==> src/rtl/prescaler_ctrl_if.sv <==
// prescaler_ctrl_if: valid/ready configuration channel carrying a new half-period
interface prescaler_ctrl_if #(
  parameter int WIDTH = 32
) ();
  logic             cfg_valid;
  logic             cfg_ready;
  logic [WIDTH-1:0] cfg_half;
  modport master (output cfg_valid, output cfg_half, input cfg_ready);
  modport slave (input cfg_valid, input cfg_half, output cfg_ready);
endinterface

==> src/rtl/prescaler_ctrl.sv <==
// prescaler_ctrl: glitch-free programmable clock prescaler; define PRESCALER_CTRL_EDGECNT_EN to build the rising-edge counter
module prescaler_ctrl #(
  parameter int WIDTH = 32,
  parameter int DEFAULT_HALF = 1
) (
  input  logic             clock,
  input  logic             reset,
  input  logic             start,
  input  logic             stop,
  prescaler_ctrl_if.slave  cfg,
  output logic [WIDTH-1:0] active_half,
  output logic             running,
  output logic             slow_level,
  output logic             rise_tick,
  output logic             fall_tick,
  output logic [WIDTH-1:0] edge_count
);
  localparam logic [1:0] IDLE = 2'd0, RUN = 2'd1, STOPPING = 2'd2;
  logic [1:0] state, state_n;
  logic [WIDTH-1:0] counter, pend_half, cfg_clamped;
  logic pending, xfer, start_run, quit_low, boundary, rise, fall, apply;
  // Decode boundary, toggles, handshake and next state from the registered state
  always_comb begin
    start_run = state == IDLE && start && !stop;
    quit_low = state == RUN && stop && !slow_level;
    boundary = state != IDLE && counter == active_half - WIDTH'(1);
    rise = boundary && !slow_level && !quit_low;
    fall = boundary && slow_level;
    apply = pending && (rise || fall || state == IDLE);
    xfer = cfg.cfg_valid && !pending;
    cfg_clamped = cfg.cfg_half == '0 ? WIDTH'(1) : cfg.cfg_half;
    state_n = state == IDLE ? (start_run ? RUN : IDLE)
            : quit_low || (fall && (state == STOPPING || stop)) ? IDLE
            : state == RUN ? (stop ? STOPPING : RUN)
            : state == STOPPING ? STOPPING : IDLE;
  end
  // Sequencer, half-period counter, divided level, strobes and config registers
  always_ff @(posedge clock or posedge reset)
    if (reset) begin
      state <= IDLE;
      counter <= '0;
      slow_level <= 1'b0;
      rise_tick <= 1'b0;
      fall_tick <= 1'b0;
      active_half <= WIDTH'(DEFAULT_HALF);
      pend_half <= '0;
      pending <= 1'b0;
    end else begin
      state <= state_n;
      counter <= state == IDLE || quit_low || boundary ? '0 : counter + WIDTH'(1);
      slow_level <= rise || (slow_level && !fall);
      rise_tick <= rise;
      fall_tick <= fall;
      active_half <= apply ? pend_half : xfer && state == IDLE ? cfg_clamped : active_half;
      pend_half <= xfer && state != IDLE ? cfg_clamped : pend_half;
      pending <= xfer && state != IDLE ? 1'b1 : apply ? 1'b0 : pending;
    end
  assign cfg.cfg_ready = !pending;
  assign running = state != IDLE;
`ifdef PRESCALER_CTRL_EDGECNT_EN
  // Count rising toggles of the divided level; restart from zero on every start
  always_ff @(posedge clock or posedge reset)
    if (reset) edge_count <= '0;
    else edge_count <= start_run ? '0 : rise ? edge_count + WIDTH'(1) : edge_count;
`else
  assign edge_count = '0;
`endif
endmodule

==> src/flat_wrapper.sv <==
// flat-port wrapper written by rule: the top's interface ports become plain ports
module prescaler_ctrl_flat 
#(
  parameter int WIDTH = 32,
  parameter int DEFAULT_HALF = 1
)
  (clock, reset, start, stop, active_half, running, slow_level, rise_tick, fall_tick, edge_count, cfg_cfg_valid, cfg_cfg_half, cfg_cfg_ready);
  prescaler_ctrl_if #(.WIDTH(WIDTH)) cfg_i ();
  input  logic clock;
  input  logic reset;
  input  logic start;
  input  logic stop;
  output logic [WIDTH-1:0] active_half;
  output logic running;
  output logic slow_level;
  output logic rise_tick;
  output logic fall_tick;
  output logic [WIDTH-1:0] edge_count;
  input wire logic [$bits(cfg_i.cfg_valid)-1:0] cfg_cfg_valid;
  input wire logic [$bits(cfg_i.cfg_half)-1:0] cfg_cfg_half;
  output wire logic [$bits(cfg_i.cfg_ready)-1:0] cfg_cfg_ready;
  assign cfg_i.cfg_valid = cfg_cfg_valid;
  assign cfg_i.cfg_half = cfg_cfg_half;
  assign cfg_cfg_ready = cfg_i.cfg_ready;
  prescaler_ctrl #(.WIDTH(WIDTH), .DEFAULT_HALF(DEFAULT_HALF)) u_core (.clock(clock), .reset(reset), .start(start), .stop(stop), .cfg(cfg_i), .active_half(active_half), .running(running), .slow_level(slow_level), .rise_tick(rise_tick), .fall_tick(fall_tick), .edge_count(edge_count));
endmodule
==> config.mk <==
export PLATFORM = sky130hd
export DESIGN_NAME = prescaler_ctrl_flat
export DESIGN_NICKNAME = d
export VERILOG_FILES = /design/src/rtl/prescaler_ctrl_if.sv /design/src/rtl/prescaler_ctrl.sv /design/src/flat_wrapper.sv
export SDC_FILE = /design/constraint.sdc
export NUM_CORES = 1
export LEC_CHECK = 0
export ABC_AREA = 1
export BUFFER_PORTS_ARGS = -buffer_cell sky130_fd_sc_hd__buf_4
export CAP_MARGIN = 20
export CELL_PAD_IN_SITES_DETAIL_PLACEMENT = 1
export CELL_PAD_IN_SITES_GLOBAL_PLACEMENT = 1
export CORE_ASPECT_RATIO = 1.75
export CORE_UTILIZATION = 45
export CTS_BUF_LIST = sky130_fd_sc_hd__clkbuf_4
export DETAILED_ROUTE_END_ITERATION = 7
export PLACE_DENSITY = 0.95
export SKIP_LAST_GASP = 1
export SYNTH_ARGS = -nofsm -noshare
export SYNTH_HDL_FRONTEND = slang
export SYNTH_SLANG_ARGS = --single-unit
==> constraint.sdc <==
create_clock -name clock -period 7.3 [get_ports clock]
set_input_delay 0 -clock clock [delete_from_list [all_inputs] [get_ports clock]]
set_output_delay 0 -clock clock [all_outputs]
set_load 0.01 [all_outputs]
# Word level (Yosys, flattened, before mapping)
# Cells that the tools add are included.
dict set report word_totals {
  ff_bits 102
  input_bits 37
  elab_cells 56
}
dict set report op_classes {
  add_sub_neg 2
  n_eq_ne 3
  muxes 12
  reduce_logical 31
}
# operator n
set ops {}
lappend ops {{$mux 32} 4}
lappend ops {{$add 32x1->32 const B} 1}
lappend ops {{$eq 32x32->1} 1}
lappend ops {{$logic_not 32->1} 1}
lappend ops {{$sub 32x1->32 const B} 1}
lappend ops {{$logic_and 1x1->1} 14}
lappend ops {{$mux 2} 5}
lappend ops {{$logic_or 1x1->1} 7}
lappend ops {{$reduce_bool 2->1} 3}
lappend ops {{$logic_not 1->1} 5}
lappend ops {{$mux 1} 3}
lappend ops {{$eq 2x1->1 const B} 1}
lappend ops {{$eq 2x2->1 const B} 1}
lappend ops {{$logic_not 2->1} 1}

# Logic depth before layout (Yosys ltp)
# Gate-level depths: netlist (run 1).
dict set report depth {
  depth_word 10
  mapped_depth 20
  depth_no_buf 18
}

# Least setup slack after synthesis (run 1)
# No wires, ideal clock.
dict set report synth_path {
  path_kind {flip-flop to flip-flop}
  from {register u_core.active_half[0]}
  to {register u_core.active_half[16]}
  setup_ps 117
  arrival_time_ps 2256
  required_ps 7183
  slack_ps 4927
  path_stages_with_launch 19
  synth_period_minus_slack_ps 2373
  cell_sequence {dfstp_2 > inv_1 > ha_1 > nand2_2 > nor2_4 > nand2_2 > nand2_1 > nand2_1 > nand2_1 > nor2_1 > nand2_1 > nor2_2 > nand3_2 > nand2_2 > nand3_2 > buf_6 > buf_2 > nand3_1 > nand2_1}
}
dict set report synth_via {
  elab_chain_len 9
  elab_cells_between_ends 11
  classes_between {1 x add/sub; 1 x eq/ne; 1 x mux; 8 x reduce/logical}
}
# element line
set synth_rtl {}
lappend synth_rtl {{start, declared} prescaler_ctrl.sv:11} ;# output logic [WIDTH-1:0] active_half,
lappend synth_rtl {{start signal, assigned} prescaler_ctrl.sv:45} ;# active_half <= WIDTH'(DEFAULT_HALF);
lappend synth_rtl {{start signal, assigned} prescaler_ctrl.sv:54} ;# active_half <= apply ? pend_half : xfer && state == IDLE ? cfg_clamped : active_half;
lappend synth_rtl {{$sub 32x1->32 *} prescaler_ctrl.sv:26} ;# boundary = state != IDLE && counter == active_half - WIDTH'(1);
lappend synth_rtl {{$eq 32x32->1 *} prescaler_ctrl.sv:26}
lappend synth_rtl {{$logic_and 1x1->1 *} prescaler_ctrl.sv:26}
lappend synth_rtl {{$logic_and 1x1->1 (2 in series)} prescaler_ctrl.sv:27} ;# rise = boundary && !slow_level && !quit_low;
lappend synth_rtl {{$logic_or 1x1->1 * (2 in series)} prescaler_ctrl.sv:29} ;# apply = pending && (rise || fall || state == IDLE);
lappend synth_rtl {{$logic_and 1x1->1 *} prescaler_ctrl.sv:29}
lappend synth_rtl {{$mux 32 / $reduce_bool 2->1 (equally long branches)} -}
# Every way passes the cells marked *; elsewhere a longest branch is shown, timed or not.
# A chain may end at the register's enable or synchronous reset.

# Worst setup path in the final report (run 1)
dict set report layout_path {
  from {register u_core.active_half[0]}
  to {register u_core.active_half[0]}
}
# The elaborated chain is that of the path after synthesis.

==> run_results.csv, run 1 <==
group,metric,value,unit
critical_path,slowest_stage,"dfstp_2",
logic_synthesis,syn_area_per_cell,6.982,um2
logic_synthesis,synth_cell_type_count,35,
critical_path,r2r_slack,3410,ps
sta,layout_worst_path_cycle_share,53.32,%
cts,hold_buffers,35,
route,ant_nets,0,
critical_path,rr_endpoint,"u_core.active_half[0]",
floorplan,start_util,45.81,%
critical_path,worstPathArrival,4340,ps
route,wl_per_cell,17.87,um
floorplan,rows,58,
status,violations,"design-rule violations",
grt,antenna_found_initial,2,
logic_synthesis,syn_inst,938,
power,p_total,2.640,mW
logic_synthesis,synth_edf_count,0,
logic_synthesis,ys_warn_count,0,
grt,grt_max_degree,66,
logic_synthesis,synthFlopType,"dfrtp_1",
cts,cts_sinks,102,
route,routed_wl,21.75,mm
power,leakage,3.682,nW
critical_path,path_cells,"inv_1 -> ha_1 -> inv_1 -> nand2_1 -> nand3_1 -> nand2_1 -> nor2_1 -> nand3_1 -> nor2_1 -> nand3_1 -> nor2_2 -> nand3_2 -> nand2_2 -> nand3_2 -> buf_4 -> nand2_1 -> nand2_1 -> nand2_1",
cts,clkLatencyLatePin,500,ps
critical_path,cpPeakStageDelay,620,ps
layout,nets,1069,
layout,register_area,2554,um2
grt,grt_pass1_vias,7250,
sta,fmax,256.9,MHz
floorplan,die_w,93.19,um
logic_synthesis,synthArstFlopShare,100.0,%
logic_synthesis,yosys-top-cells-count,"296 x nand2_1, 110 x nor2_1, 101 x dfrtp_1, 93 x inv_1, 54 x nand3_1",
floorplan,ios,106,
logic_synthesis,synth_top_area_cell,"dfrtp_1",
placed_design,pre_cts_slack,3534,ps
grt,grt_pass1_wl,35.47,mm
sta,slew-limit-headroom,34.78,%
route,viasPerCell,5.463,
sta,rsz0062_at_grt,"false",
grt,grtUsageTotal,30.33,%
critical_path,critPathBufInv,3,
cts,cts_tree,"done",
sta,finClkSkew,23.89,ps
floorplan,core-area,14300,um2
placed_design,dpl.hpwl,15.45,mm
critical_path,crit_required,7750,ps
layout,multi_input_area,3346,um2
cts,cts_resized,0,
cts,clkTransAtPathRegs,180,ps
layout,areaGrowthSynthToFinish,15.67,%
route,num_vias,6649,
sta,layout_setup_ws,3408,ps
critical_path,r2r_start,"u_core.active_half[0]",
logic_synthesis,synth_area,6549,um2
sta,post-route-min-period,3892,ps
critical_path,cp_max_fo,45,
floorplan,die-area,15060,um2
critical_path,criticalPathCategory,"reg2reg",
layout,fillers,1894,
logic_synthesis,synth_most_common_cell,"nand2_1",
placed_design,gp_congestion,0.8832,
power,ir_drop,0.1595,mV
sta,worst_pin_slew,977.2,ps
critical_path,cp-start-kind,"flip-flop",
cts,cts_setup_buffers,0,
critical_path,crit_top_cell,"nand2_1",
cts,clockBufferDepth,2,
critical_path,reg2reg_depth,18,
cts,numCtsBuffers,9,
critical_path,endpoint_kind,"flip-flop",
logic_synthesis,synth_area_leaders,"dfrtp_1 39%, nand2_1 17%, nor2_1 6.3%",
cts,cts-htree-levels,3,
grt,gr-total-overflow,0,
placed_design,dpl_cell_area,7096,um2
logic_synthesis,synth_top_area_share,38.59,%
power,p_per_area,348.5,nW/um2
sta,drv_slew,0,
sta,setup_viol,0,
hold_path,hold_class,"in2async",
sta,setup_tns,0,ps
status,outcome,"finished, violations left",
logic_synthesis,synth_seq_area_share,39.00,%
logic_synthesis,synth_seq_cells,102,
layout,postLayoutCellArea,7575,um2
flow_run,max_cap_violations,0,
floorplan,die_y,161.6,um
layout,fin_util,52.98,%
route,drc,1,
critical_path,crit_family,"simple AND/OR/NAND/NOR gates",
sta,finalHoldViolations,0,
route,detailedRoute.firstIterationViolations,303,
cts,cts_root_buf,"clkbuf_4",
route,drt_pre_antenna_iters,7,
layout,drive_above_1_share,12.08,%
placed_design,port_buffers,73,
## area by class of cell
class                      instances  area share, %
antenna                            2        0.06607
inverter                          98          4.889
clock inverter                     7         0.7433
multi-input combinational        704          44.17
clock buffer                       9         0.8920
sequential                       102          33.71
tap                              180          2.973
timing repair buffer             115          12.55
## flip-flops by register name (all words and copies together), names as in the netlist
register,cells
u_core.pend_half,32
u_core.slow_level,1
u_core.rise_tick,1
u_core.pending,1
u_core.state,2
u_core.counter,32
u_core.fall_tick,1
u_core.active_half,32
## worst reg2reg max path: stages, from the launching register on
cell	delay, ps
dfstp_2	620
inv_1	90
ha_1	270
inv_1	90
nand2_1	80
nand3_1	100
nand2_1	70
nor2_1	160
nand3_1	140
nor2_1	120
nand3_1	130
nor2_2	140
nand3_2	120
nand2_2	500
nand3_2	510
buf_4	440
nand2_1	140
nand2_1	70
nand2_1	60
## through the flow
step | hold slack, ps | cells
3_3_place_gp | 129.8 | 1164
5_1_grt | 154.1 | 1217
4_1_cts | 142.3 | 1215
6_report | 127.6 | 1217
3_5_place_dp | 138.6 | 1164
2_1_floorplan | 73.39 | 969
## cells by family after synthesis
group | count (synthesis) | synth area share, %
simple gates | 567 | 37.83
compound gates | 54 | 4.375
xor+xnor | 49 | 6.553
buf+inv | 163 | 11.81
other cells | 1 | 0.05726
flops | 102 | 39.00
fa+ha+maj | 2 | 0.3821
## worst max path at each step
stage | start | endpoint | slack [ps] | cells past startpoint
2_1_floorplan | reset | u_core.active_half[10] | 4630 | 1
3_3_place_gp | u_core.active_half[0] | u_core.active_half[26] | 3650 | 17
3_5_place_dp | u_core.active_half[0] | u_core.active_half[17] | 3530 | 17
4_1_cts | u_core.active_half[0] | u_core.active_half[0] | 3420 | 18
5_1_grt | u_core.active_half[0] | u_core.active_half[15] | 3150 | 18
6_report | u_core.active_half[0] | u_core.active_half[0] | 3410 | 18
## placed cells by master, fill, tap and decap left out, drive strengths merged, types with 6 or more instances in the layout
master / netlist / final
nand2: 300 / 300
nor2: 122 / 122
dfrtp: 101 / 101
inv: 96 / 98
buf: 50 / 80
nand3: 57 / 57
nand4: 43 / 43
o21ai: 42 / 42
dlygate4sd3: 0 / 35
xor2: 33 / 33
conb: 1 / 32
nor3: 20 / 20
xnor2: 16 / 16
nor4: 10 / 10
clkbuf: 15 / 9
clkinv: 2 / 6
## power by group
group          internal [mW]  switching (mW)  leakage [nW]  total (mW)
Sequential             0.758           0.248          1.29        1.01
Clock                 0.0743           0.218        0.0674       0.293
Combinational          0.482           0.859          2.32        1.34
## routing by layer
metal	up-vias	routed length, um	track usage, %
met1	3250	7785	32.02
met5	-	0	0
met4	0	1286	18.53
li1	3085	-	-
met3	98	694	4.049
met2	216	11980	55.68
Note: power is estimated with default switching activity, not from simulation.
==> inputs of run 2 (changes only) <==
- ABC_AREA: 1 -> 0
- CORE_UTILIZATION: 45 -> 41
- PLACE_DENSITY: 0.95 -> 0.87
- clock period: 7.3 -> 3.1 ns (I/O delays scaled with it)
==> run 2 against run 1 <==
The run ends with negative setup slack left. Via count is 8.8% lower. Utilization rose by 0.93 points. Global-route usage shrank 0.11 points. Largest cell class unchanged. Area after synthesis fell by 3.6%. Critical path type unchanged. Critical endpoint is now u_core.counter[3].
==> run_results.csv, run 2 <==
group,metric,value,unit
status,outcome,"finished, violations left",
status,violations,"negative setup slack",
sta,worst_pin_slew,1014,ps
power,leakage,3.452,nW
power,switching_share,43.23,%
logic_synthesis,synth_seq_cells,102,
route,routed_wl,25.32,mm
cts,clockBufferDepth,2,
logic_synthesis,synth_cell_type_count,64,
placed_design,gp_congestion,0.8887,
power,pwr-share-comb,47.9,%
power,intPower,3.048,mW
route,viasPerCell,6.199,
flow_run,max_cap_violations,0,
route,drc,0,
critical_path,crit_top_cell,"nor3_1",
layout,layout_commonest_cell,"buf_4",
critical_path,cp_max_fo,18,
sta,post-route-min-period,3639,ps
critical_path,cpPeakStageDelay,890,ps
hold_path,worst_hold_path.endpoint,"u_core.active_half[0]",
floorplan,die_y,166.2,um
route,wl_per_cell,25.89,um
logic_synthesis,synth_edf_count,0,
layout,fillers,1665,
critical_path,criticalPathCategory,"reg2reg",
critical_path,worstPathArrival,3990,ps
sta,fmax,274.8,MHz
logic_synthesis,synth_area,6316,um2
cts,clkLatencyLatePin,520,ps
floorplan,die-area,15930,um2
route,drt_pre_antenna_iters,6,
route,num_vias,6063,
cts,cts_tree,"done",
placed_design,port_buffers,73,
placed_design,dpl.cell_count,903,
logic_synthesis,synthArstFlopShare,100.0,%
logic_synthesis,syn_area_per_cell,9.853,um2
layout,layout_common_cells,"124 x buf_4, 98 x dfrtp_1, 58 x nand2_1",
grt,grt_max_degree,46,
sta,layout_setup_ws,-539.3,ps
floorplan,rows,59,
critical_path,endpoint_kind,"flip-flop",
logic_synthesis,synth_area_leaders,"dfrtp_1 40%, xor2_1 6.2%, mux2_2 5.9%",
grt,grtUsageTotal,30.22,%
logic_synthesis,synthFlopType,"dfrtp_1",
placed_design,dpl_cell_area,7172,um2
critical_path,r2r_slack,-540,ps
grt,grt_pass1_vias,6607,
logic_synthesis,yosys-top-cells-count,"101 x dfrtp_1, 59 x nand2_1, 45 x nor3_1, 45 x xor2_1",
critical_path,crit_required,3450,ps
critical_path,r2r_start,"u_core.active_half[18]",
layout,top_regs,"u_core.active_half: 32 flops, u_core.counter: 32 flops, u_core.pend_half: 32 flops",
route,detailedRoute.firstIterationViolations,393,
critical_path,critPathBufInv,2,
grt,grt_pass1_wl,35.83,mm
critical_path,path_cells,"nor3_1 -> nand2_1 -> o41ai_1 -> a22oi_2 -> o2111ai_2 -> nor4_4 -> buf_4 -> and3_4 -> buf_12 -> nor3_1",
critical_path,reg2reg_depth,10,
sta,setup_viol,69,
sta,finClkSkew,34.28,ps
cts,cts-htree-levels,3,
power,p_clk_share,13.0,%
power,ir_drop,0.5186,mV
grt,antenna_found_initial,1,
critical_path,cp-start-kind,"flip-flop",
placed_design,dpl.hpwl,15.20,mm
power,p_seq_share,39.1,%
floorplan,die_w,95.83,um
logic_synthesis,synth_most_common_cell,"dfrtp_1",
hold_path,hold_class,"in2reg",
power,p_per_area,664.7,nW/um2
route,ant_nets,0,
logic_synthesis,syn_inst,641,
critical_path,rr_endpoint,"u_core.counter[3]",
power,p_switching,2.322,mW
hold_path,min_path_cells,5,
hold_path,hp-start,"cfg_cfg_valid",
cts,clkTransAtPathRegs,190,ps
critical_path,crit_family,"simple AND/OR/NAND/NOR gates",
layout,layoutNonFillerInstCount,978,
logic_synthesis,synth_seq_area_share,40.43,%
layout,areaGrowthSynthToFinish,27.91,%
sta,slew-limit-headroom,31.49,%
sta,finalHoldViolations,0,
cts,numCtsBuffers,9,
layout,nets,828,
logic_synthesis,synth_top_area_share,40.02,%
layout,postLayoutCellArea,8079,um2
logic_synthesis,ys_warn_count,0,
layout,drive_above_1_share,29.09,%
grt,gr-total-overflow,0,
sta,layout_worst_path_cycle_share,117.4,%
sta,rsz0062_at_grt,"true",
cts,cts_root_buf,"clkbuf_4",
floorplan,start_util,42.15,%
cts,cts_sinks,102,
critical_path,slowest_stage,"o41ai_1",
logic_synthesis,synth_top_area_cell,"dfrtp_1",
floorplan,core-area,14990,um2
floorplan,ios,106,
sta,drv_slew,0,
[run 2: worst max-delay path by stage]
stage,startpoint,endpoint,depth (start not counted)
after floorplan,u_core.active_half[0],u_core.slow_level,12
after global placement,u_core.active_half[1],u_core.slow_level,10
after detailed placement,u_core.active_half[1],u_core.slow_level,10
after CTS,u_core.active_half[0],u_core.slow_level,10
after global routing,u_core.active_half[17],u_core.counter[3],10
final,u_core.active_half[18],u_core.counter[3],10
[run 2: area by class of cell]
| cell class | instances | area, um2 | share of cell area, % |
|---|---|---|---|
| antenna | 1 | 2.502 | 0.03097 |
| inverter | 10 | 40.04 | 0.4956 |
| clock buffer | 10 | 75.07 | 0.9292 |
| tap | 183 | 229.0 | 2.834 |
| multi-input combinational | 492 | 3573 | 44.23 |
| timing repair buffer | 174 | 1554 | 19.23 |
| clock inverter | 6 | 47.55 | 0.5885 |
| sequential | 102 | 2557 | 31.66 |
[run 2: per-stage QoR]
step / power [mW] / setup TNS, ps / util, % / hold WS [ps] / setup slack, ps
CTS: 5.054 / -106.0 / 52.34 / 1.590 / -30.21
floorplan: 3.299 / 0 / - / 73.39 / 47.93
global placement: 4.106 / 0 / 47.86 / 107.1 / 80.71
finish: 5.370 / -19470 / 53.91 / 40.06 / -539.3
detailed placement: 4.268 / -5307 / 47.86 / 112.9 / -128.9
global route: 5.607 / -44570 / 53.91 / 21.71 / -952.1
[run 2: power groups by stage]
stage	registers (mW)	clock network (mW)	logic (mW)
2_1_floorplan	2.04	0	1.26
3_3_place_gp	2.03	0	2.07
3_5_place_dp	2.07	0	2.20
4_1_cts	2.06	0.684	2.31
5_1_grt	2.12	0.748	2.74
6_report	2.10	0.700	2.57
[run 2: worst reg2reg max path: stages (launching register included)]
cell and delay [ps]:
dfrtp_1 450, nor3_1 490, nand2_1 320, o41ai_1 890, a22oi_2 160, o2111ai_2 200, nor4_4 100, buf_4 150
and3_4 170, buf_12 160, nor3_1 420
[run 2: kinds of logic (layout without fill, tap and decap cells)]
kind of cell | Yosys count | in the layout | share of synthesized area, %
simple gates | 221 | 221 | 18.92
flops | 102 | 102 | 40.43
compound gates | 94 | 94 | 11.07
buf+inv | 78 | 200 | 7.250
xor+xnor | 74 | 74 | 10.26
mux | 69 | 69 | 11.61
fa+ha+maj | 2 | 2 | 0.3961
other cells | 1 | 33 | 0.05937
[run 2: what timing repair did]
action                                  CTS  global route
resized for setup                        15            23
endpoints found under the setup margin   69            69
pin swaps                                 9            14
hold buffers                             35             0
setup buffers                             8            10
cloned                                    2             4
hold endpoints to repair                100             0
[run 2: metal layers]
metal / GRT usage, % / part of all wire (%)
met1: 31.38 / 33
met3: 5.128 / 5.9
met5: 0 / 0
met4: 20.90 / 7.9
met2: 53.29 / 53
==> inputs of run 3 (changes only) <==
- clock period: 3.1 -> 3.23 ns (I/O delays scaled with it)
==> run 3 against run 2 <==
The run still ends with negative setup slack left. Die area unchanged. Critical path depth increased by 1. Worst hold slack better by 220 ps. Clock-buffer cell count decreased by 1. Fmax is 8.5% higher. Cell count fell by 1.0%. Sequential power fell by 5%. Flip-flop and latch count is the same. Non-clock buffer count is 10 lower. Power down 2.6%. Global-route usage is 1.7 points lower. Largest power group unchanged. Utilization decreased by 1.3 points.
==> run_results.csv, run 3 (synthesis results as in run 2) <==
group,metric,value,unit
grt,grt_pass1_wl,34.57,mm
route,wl_per_cell,24.14,um
flow_run,max_cap_violations,0,
route,routed_wl,23.37,mm
cts,clockBufferDepth,2,
sta,layout_setup_ws,-125.2,ps
power,p_total,5.230,mW
critical_path,cpPeakStageDelay,530,ps
sta,layout_worst_path_cycle_share,103.9,%
route,drt_pre_antenna_iters,4,
sta,worst_pin_slew,900.9,ps
grt,gr-total-overflow,0,
power,leakage,3.400,nW
layout,layoutNonFillerInstCount,968,
route,ant_nets,0,
floorplan,die_y,166.2,um
route,num_vias,5905,
layout,areaGrowthSynthToFinish,24.74,%
placed_design,pre_cts_slack,22.52,ps
grt,grt_pass1_vias,6478,
placed_design,gp_congestion,0.9218,
layout,nets,818,
sta,finalHoldViolations,0,
critical_path,criticalPathCategory,"reg2reg",
floorplan,start_util,42.15,%
cts,cts_sinks,102,
route,drc,0,
cts,clkLatencyLatePin,480,ps
route,detailedRoute.firstIterationViolations,309,
layout,layout_common_cells,"122 x buf_4, 101 x dfrtp_1, 58 x nand2_1",
power,p_per_area,663.8,nW/um2
sta,drv_slew,0,
critical_path,critPathBufInv,3,
grt,grt_max_degree,71,
cts,cts-htree-levels,3,
layout,drive_above_1_share,26.02,%
cts,cts_tree,"done",
placed_design,port_buffers,73,
floorplan,die-area,15930,um2
layout,layout_commonest_cell,"buf_4",
floorplan,die_w,95.83,um
sta,post-route-min-period,3355,ps
floorplan,core-area,14990,um2
grt,grtUsageTotal,28.49,%
placed_design,dpl.hpwl,14.86,mm
layout,fin_util,52.58,%
sta,finClkSkew,20.92,ps
critical_path,crit_family,"simple AND/OR/NAND/NOR gates",
cts,cts_root_buf,"clkbuf_4",
status,outcome,"finished, violations left",
grt,antenna_found_initial,1,
critical_path,cp_max_fo,8,
sta,setup_viol,8,
floorplan,ios,106,
critical_path,slowest_stage,"nor3_1",
layout,top_regs,"u_core.active_half: 32 flops, u_core.counter: 32 flops, u_core.pend_half: 32 flops",
sta,slew-limit-headroom,39.94,%
critical_path,cp-start-kind,"flip-flop",
sta,fmax,298.0,MHz
placed_design,dpl.cell_count,907,
hold_path,hold_class,"in2async",
critical_path,path_cells,"nor3_1 -> nand2_1 -> or3_1 -> nor3_1 -> nand2_1 -> a211oi_1 -> buf_4 -> a41oi_4 -> buf_12 -> buf_12 -> mux2i_1",
critical_path,worstPathArrival,3720,ps
critical_path,endpoint_kind,"flip-flop",
cts,clkTransAtPathRegs,180,ps
cts,numCtsBuffers,9,
route,viasPerCell,6.100,
power,ir_drop,0.3635,mV
floorplan,rows,59,
critical_path,crit_required,3600,ps
status,violations,"negative setup slack",
==> run 3: metrics by stage <==
stage,cell area [um2],hold slack [ps],setup TNS [ps]
global route,7879,315.3,-5148
global placement,7196,196.8,0
finish,7879,259.7,-232.2
floorplan,6432,73.39,0
detailed placement,7196,215.0,0
CTS,7745,287.2,0
==> run 3: timing repair <==
action,CTS,global route
gates cloned,0,1
hold buffers,36,0
pin swaps,2,11
endpoints found under the setup margin,1,68
endpoints found under the hold margin,114,0
buffers inserted,1,6
resized for setup,3,12
==> run 3: worst reg2reg max path, stage by stage, from the launching register on <==
cell and delay [ps]:
dfrtp_1 430, nor3_1 530, nand2_1 290, or3_1 440, nor3_1 230, nand2_1 90, a211oi_1 300, buf_4 200
a41oi_4 150, buf_12 190, buf_12 130, mux2i_1 280
==> run 3: worst paths after layout <==
path	startpoint	endpoint	slack [ps]	cells after the start
max	u_core.active_half[17]	u_core.active_half[1]	-130	11
min	reset	u_core.active_half[29]	260	3
max reg2reg	u_core.active_half[17]	u_core.active_half[1]	-130	11
min reg2reg	u_core.pend_half[31]	u_core.pend_half[31]	540	1
max in group asynchronous	reset	u_core.active_half[18]	2110	4
min in group clock	cfg_cfg_half[8]	u_core.pend_half[8]	310	3
==> run 3: layout make-up <==
cell class / instances / area, um2
multi-input combinational: 492 / 3497
fill: 1672 / 7107
sequential: 102 / 2554
clock buffer: 9 / 67.56
antenna: 1 / 2.502
timing repair buffer: 164 / 1393
clock inverter: 7 / 96.34
tap: 183 / 229.0
inverter: 10 / 40.04
==> run 3: where the power goes <==
| group | internal, mW | leakage (nW) | switching [mW] |
|---|---|---|---|
| registers | 1.61 | 1.28 | 0.388 |
| clock network | 0.319 | 0.0875 | 0.477 |
| logic | 1.08 | 2.03 | 1.36 |
==> run 3: per-layer routing <==
metal | global-route usage, % | wire length [um]
met1 | 30.11 | 8078
met2 | 51.37 | 12630
met3 | 3.480 | 981
met4 | 18.11 | 1679
met5 | 0 | 0
